File: config.mk
export PLATFORM = sky130hd
export DESIGN_NAME = cu_fsm
export DESIGN_NICKNAME = d
export VERILOG_FILES = /design/src/rtl/cu_fsm.sv
export SDC_FILE = /design/constraint.sdc
export NUM_CORES = 1
export LEC_CHECK = 0
export CORE_MARGIN = 8
export CORE_UTILIZATION = 30
export CTS_BUF_LIST = sky130_fd_sc_hd__clkbuf_2
export DETAILED_ROUTE_END_ITERATION = 16
export PLACE_DENSITY = 0.59
export SYNTH_ARGS = -nofsm -noshare
export SYNTH_HDL_FRONTEND = slang
export SYNTH_SLANG_ARGS = --single-unit
File: constraint.sdc
create_clock -name clk -period 2.35 [get_ports clk]
set_input_delay 0.3525 -clock clk [delete_from_list [all_inputs] [get_ports clk]]
set_output_delay 0.3525 -clock clk [all_outputs]
set_load 0.005 [all_outputs]
File: src/rtl/cu_fsm.sv
// Multicycle control sequencer for the OTTER core: walks each instruction through
// FETCH/EXEC/(WB), diverts into INTR for pending interrupts and counts retired instructions.
module cu_fsm #(
    parameter int SYNC_STAGES = 2,
    parameter int CNT_W       = 32
) (
    input  logic             clk,
    input  logic             rst_n,
    input  logic             intr,
    input  logic             mie,
    input  logic [6:0]       opcode,
    input  logic [2:0]       func3,
    output logic             pc_write,
    output logic             reg_write,
    output logic             mem_we2,
    output logic             mem_rden1,
    output logic             mem_rden2,
    output logic             csr_we,
    output logic             int_taken,
    output logic             mret_exec,
    output logic             dp_rst,
    output logic [CNT_W-1:0] instret,
    output logic [2:0]       state_dbg
);

    typedef enum logic [2:0] {
        ST_INIT  = 3'd0,
        ST_FETCH = 3'd1,
        ST_EXEC  = 3'd2,
        ST_WB    = 3'd3,
        ST_INTR  = 3'd4
    } state_t;

    localparam logic [6:0] OP_LOAD   = 7'b0000011;
    localparam logic [6:0] OP_STORE  = 7'b0100011;
    localparam logic [6:0] OP_BRANCH = 7'b1100011;
    localparam logic [6:0] OP_LUI    = 7'b0110111;
    localparam logic [6:0] OP_AUIPC  = 7'b0010111;
    localparam logic [6:0] OP_JAL    = 7'b1101111;
    localparam logic [6:0] OP_JALR   = 7'b1100111;
    localparam logic [6:0] OP_IMM    = 7'b0010011;
    localparam logic [6:0] OP_RG3    = 7'b0110011;
    localparam logic [6:0] OP_SYS    = 7'b1110011;

    state_t             r_state;
    state_t             w_next;
    logic               w_intr_sync;
    logic               w_intr_pend;
    logic               w_retire;
    logic [CNT_W-1:0]   r_instret;

    // Synchroniser for the asynchronous interrupt line; zero stages is a straight bypass.
    generate
        if (SYNC_STAGES == 0) begin : g_bypass
            assign w_intr_sync = intr;
        end else begin : g_sync
            logic [SYNC_STAGES-1:0] r_sync;
            always_ff @(posedge clk or negedge rst_n) begin
                if (!rst_n) begin
                    r_sync <= '0;
                end else begin
                    r_sync[0] <= intr;
                    for (int i = 1; i < SYNC_STAGES; i++) begin
                        r_sync[i] <= r_sync[i-1];
                    end
                end
            end
            assign w_intr_sync = r_sync[SYNC_STAGES-1];
        end
    endgenerate

    assign w_intr_pend = w_intr_sync & mie;

    always_ff @(posedge clk or negedge rst_n) begin
        if (!rst_n) begin
            r_state   <= ST_INIT;
            r_instret <= '0;
        end else begin
            r_state <= w_next;
            if (w_retire) begin
                r_instret <= r_instret + CNT_W'(1);
            end
        end
    end

    always_comb begin
        pc_write  = 1'b0;
        reg_write = 1'b0;
        mem_we2   = 1'b0;
        mem_rden1 = 1'b0;
        mem_rden2 = 1'b0;
        csr_we    = 1'b0;
        int_taken = 1'b0;
        mret_exec = 1'b0;
        dp_rst    = 1'b0;
        w_retire  = 1'b0;
        w_next    = ST_INIT;
        case (r_state)
            ST_INIT: begin
                dp_rst = 1'b1;
                w_next = ST_FETCH;
            end
            ST_FETCH: begin
                mem_rden1 = 1'b1;
                w_next    = ST_EXEC;
            end
            ST_EXEC: begin
                if (opcode == OP_LOAD) begin
                    // Loads finish in WB; the interrupt window moves there with them.
                    mem_rden2 = 1'b1;
                    w_next    = ST_WB;
                end else begin
                    pc_write = 1'b1;
                    w_retire = 1'b1;
                    w_next   = w_intr_pend ? ST_INTR : ST_FETCH;
                    case (opcode)
                        OP_STORE: mem_we2 = 1'b1;
                        OP_LUI, OP_AUIPC, OP_JAL, OP_JALR, OP_IMM, OP_RG3: reg_write = 1'b1;
                        OP_SYS: begin
                            case (func3)
                                3'b000: mret_exec = 1'b1;
                                3'b001, 3'b010, 3'b011: begin
                                    reg_write = 1'b1;
                                    csr_we    = 1'b1;
                                end
                                default: ;
                            endcase
                        end
                        default: ;
                    endcase
                end
            end
            ST_WB: begin
                reg_write = 1'b1;
                pc_write  = 1'b1;
                w_retire  = 1'b1;
                w_next    = w_intr_pend ? ST_INTR : ST_FETCH;
            end
            ST_INTR: begin
                int_taken = 1'b1;
                pc_write  = 1'b1;
                w_next    = ST_FETCH;
            end
            default: w_next = ST_INIT;
        endcase
    end

    assign instret   = r_instret;
    assign state_dbg = r_state;

endmodule

* Yosys cells after proc, flatten, opt, wreduce, memory -nomap -nowiden
Index checks and enable logic that the tools add are counted.
Storage, ports and cells: bits in registers 37, word-level logic and storage cells 52, output and inout port bits 44, input port bits 14
Operators by class: multiplexer cells 25, eq/ne operators 16, add/subtract/negate cells 1, bitwise operators 1, reduce and logical (&&, ||, !) cells 6
Operator list (number):
- $add 32x1->32 const B | 1
- $eq 7x6->1 const B | 3
- $eq 7x7->1 const B | 3
- $mux 1 | 18
- $eq 7x5->1 const B | 2
- $eq 3x2->1 const B | 4
- $pmux 3 s4 | 1
- $pmux 1 s2 | 4
- $eq 7x2->1 const B | 1
- $eq 3x1->1 const B | 2
- $logic_not 3->1 | 2
- $mux 3 | 2
- $reduce_or 6->1 | 1
- $reduce_or 2->1 | 2
- $eq 3x3->1 const B | 1
- $reduce_or 3->1 | 1
- $and 1x1->1 | 1

* Logic depth before layout (Yosys ltp)
depth in word-level cells 6, gate-level depth with buffers 6

* Worst setup path before layout
Ideal clock, no wire load.
path kind input-to-output, start point input opcode[4], end point output pc_write, arrival time 1.475 ns, setup slack 0.523 ns, stages 4, path buffers 1, path through or4_4 o21a_4 buf_6 or2_1
Between the ends: cells in the longest elaborated chain, start to end 3
Ends and longest elaborated chain:
- start: declaration | line 11 | input logic [6:0] opcode,
- $eq 7x2->1 | line 108 | if (opcode == OP_LOAD) begin
- $mux 1 | line 108
- $pmux 1 s2 | line 98 | case (r_state)
- end: declaration | line 13 | output logic pc_write,
Every way passes these cells.

* Worst setup path after layout
start point input opcode[3], end point output mem_rden2
Between the ends: cells in the longest elaborated chain, start to end 3
Ends and longest elaborated chain:
- $eq 7x2->1 | line 108
- $mux 1 | line 108
- $mux 1 | line 98
- end: declaration | line 17 | output logic mem_rden2,
Every way passes these cells.

==> out/qor.tcl <==
set qor(worst_case_clock_buffer_depth) 2
set qor(layout-area-overhead-vs-synth_pct) 43.6
set qor(antenna_found_initial) 0
set qor(grt_pass1_vias) 1520
set qor(vias) 1489
set qor(timing.critical_path.to_type) {output port}
set qor(required_ns) 2.00
set qor(finalHoldViolations) 0
set qor(synth_area_um2) 1860
set qor(async_reset_ff_share_pct) 100
set qor(outcome) {finished, final reports clean}
set qor(die_area_um2) 8990
set qor(numClockSinks) 37
set qor(synth-edff-count) 0
set qor(grt_ovf) 0
set qor(final_common_cell) {clkdlybuf4s50_1}
set qor(synth_ff_type) {dfrtp_1}
set qor(drt-initial-drc-count) 53
set qor(placement.setup.worst_slack_ns) -0.199
set qor(max_slew.worst_pin.slew_ns) 0.832
set qor(final_core_util_pct) 44.9
set qor(detail_route.wirelength_mm) 4.61
set qor(ys_types) 36
set qor(drive_gt1_share_pct) 16.6
set qor(grtUsageTotal_pct) 11.0
set qor(setup_total_negative_slack_ns) 0
set qor(min_period_ns) 2.27
set qor(maxSlewHeadroom_pct) 44.5
set qor(slew_viol_final) 0
set qor(antenna_violating_nets_post_route) 0
set qor(chipWidth_um) 94.8
set qor(placement_rows) 28
set qor(final-seq-area_um2) 926
set qor(ctsHtreeMaxLevel) 2
set qor(nFillCells) 599
set qor(critPathLaunchType) {input pin}
set qor(fp.dieH_um) 94.8
set qor(post-route-worst-setup-slack_ns) 0.0830
set qor(clock_insertion_delay_at_the_later_pin_of_the_skew_report_ns) 0.40
set qor(final_cell_mix) {clkdlybuf4s50_1 (51), dfrtp_1 (37), nor2_1 (16), xor2_1 (16), xnor2_1 (15)}
set qor(ioPinCount) 58
set qor(drt_pre_antenna_iters) 4
set qor(peak_supply_drop_mv) 0.271
set qor(synthesis.nets) 186
set qor(synth_seq_cells) 37
set qor(setup.worst_path.class) {in -> out}
set qor(drc_violation_count_after_routing) 0
set qor(hold-worst-slack_ns) 0.0165
set qor(leakage_uw) 0.00122
set qor(achievable-frequency_mhz) 441
set qor(coreArea_um2) 5960
set qor(postCtsHoldBufs) 0
set qor(cts_tree) {built}
set qor(synth_warnings) 0
set qor(globalplace.congestion) 0.756
set qor(cts-buffers-inserted) 5
set qor(timing.max_cap.violations) 0
set qor(holdCritPathClass) {in -> async}
set qor(io_buffers) 57
set qor(final_min_period_over_clock_period_pct) 96.5
set qor(nets) 261
set qor(worst_path_arrival_ns) 1.91
set qor(clk_pin_slew_ns) 0.23
set qor(area_of_combinational_cells_with_multiple_inputs_um2) 941
set qor(post_drt_wl_per_cell_um) 14.3
set qor(finalInstanceArea_um2) 2680
set qor(root_buffer) {clkbuf_2}
set qor(ys_seq_area_share_pct) 49.7
set qor(hpwl_mm) 3.57
set qor(route.detailed.vias_per_inst) 4.62
set qor(cp_max_fo) 2
set qor(grt_max_degree) 38
set qor(worst_clock_skew_ns) 0.0378
set qor(powerDensity_nw_per_um2) 626
set qor(synth_area_per_cell_um2) 10.9
set qor(start_util_pct) 31.3
set qor(insertedDiodeCount) 0
set qor(synthesis.instances) 171
set qor(post_dp_cell_area_um2) 2590
set qor(global_route_wire_length_before_repair_mm) 7.63
set qor(setup-violations-final) 0
[synth_stat cells (2+ instances only)]
cell type	n	area share [%]
dfrtp_1	37	50
nor2_1	18	3.6
xor2_1	16	7.5
xnor2_1	15	7.1
nand2_1	13	2.6
nand3_1	11	3.0
nor3_1	11	3.0
and3_1	7	2.4
nand4_1	6	2.0
inv_1	5	1.0
nand2b_1	3	1.0
nand3_2	3	1.6
a21oi_1	2	0.54
nor4_4	2	2.3
[final cells by class]
cell class              instances  share of cell area [%]
multi-input cells             128                    35.2
repair buffers                 69                    24.5
flip-flops and latches         37                    34.6
clock inverters                 3                   0.608
well taps                      75                    3.51
clock buffers                   5                   0.935
inverters                       5                   0.702
[where the power goes]
part	internal [µW]	switching, µW
Clock	70.9	220
Sequential	707	91.0
Combinational	345	240
Total	1120	551
[critical path: stages]
cell             delay (ns)
clkdlybuf4s50_1        0.42
buf_4                  0.15
nor3_2                 0.21
nand4_1                0.18
inv_1                  0.11
clkdlybuf4s50_1        0.50
[what timing repair did]
action / in CTS / in global routing
gates resized for setup: 4 / 10
setup buffers: 1 / 1
setup endpoints to repair: 6 / 4
pin swaps: 1 / 4
[metal layers]
metal	vias to the layer above	share of wire, %	track usage [%]
met4	0	1.0	4.29
met1	718	46	13.8
met2	24	49	17.7
li1	745	-	-
met5	-	0	0
met3	2	3.8	2.94
[cells by family after synthesis]
kind of cell,after synthesis,synth area share [%]
compound gates,8,3.63
xor+xnor,31,14.6
buf+inv,6,1.61
mux,1,0.806
flops,37,49.7
simple gates,87,29.0
fa+ha+maj,1,0.671
[sequential cells by signal, summed over array words and instances, names as in the netlist]
name           cells
instret           32
state_dbg          3
g_sync.r_sync      2
[final timing paths]
check                                  from          endpoint  slack, ns  depth (start not counted)
min in group clk           g_sync.r_sync[0]  g_sync.r_sync[1]       0.38                          0
max reg2reg                    state_dbg[2]       instret[29]       0.47                          7
max                               opcode[3]         mem_rden2       0.08                          6
min reg2reg                g_sync.r_sync[0]  g_sync.r_sync[1]       0.38                          0
min                                   rst_n        instret[4]       0.02                          1
max in group asynchronous             rst_n        instret[6]       1.78                          1
[per-stage QoR]
| stage | total power [µW] | std cells |
|---|---|---|
| floorplan | 1050 | 171 |
| global placement | 1390 | 312 |
| detailed placement | 1390 | 312 |
| CTS | 1680 | 321 |
| global route | 1780 | 322 |
| finish | 1670 | 322 |
No activity file was read; power rests on OpenSTA's default activity.
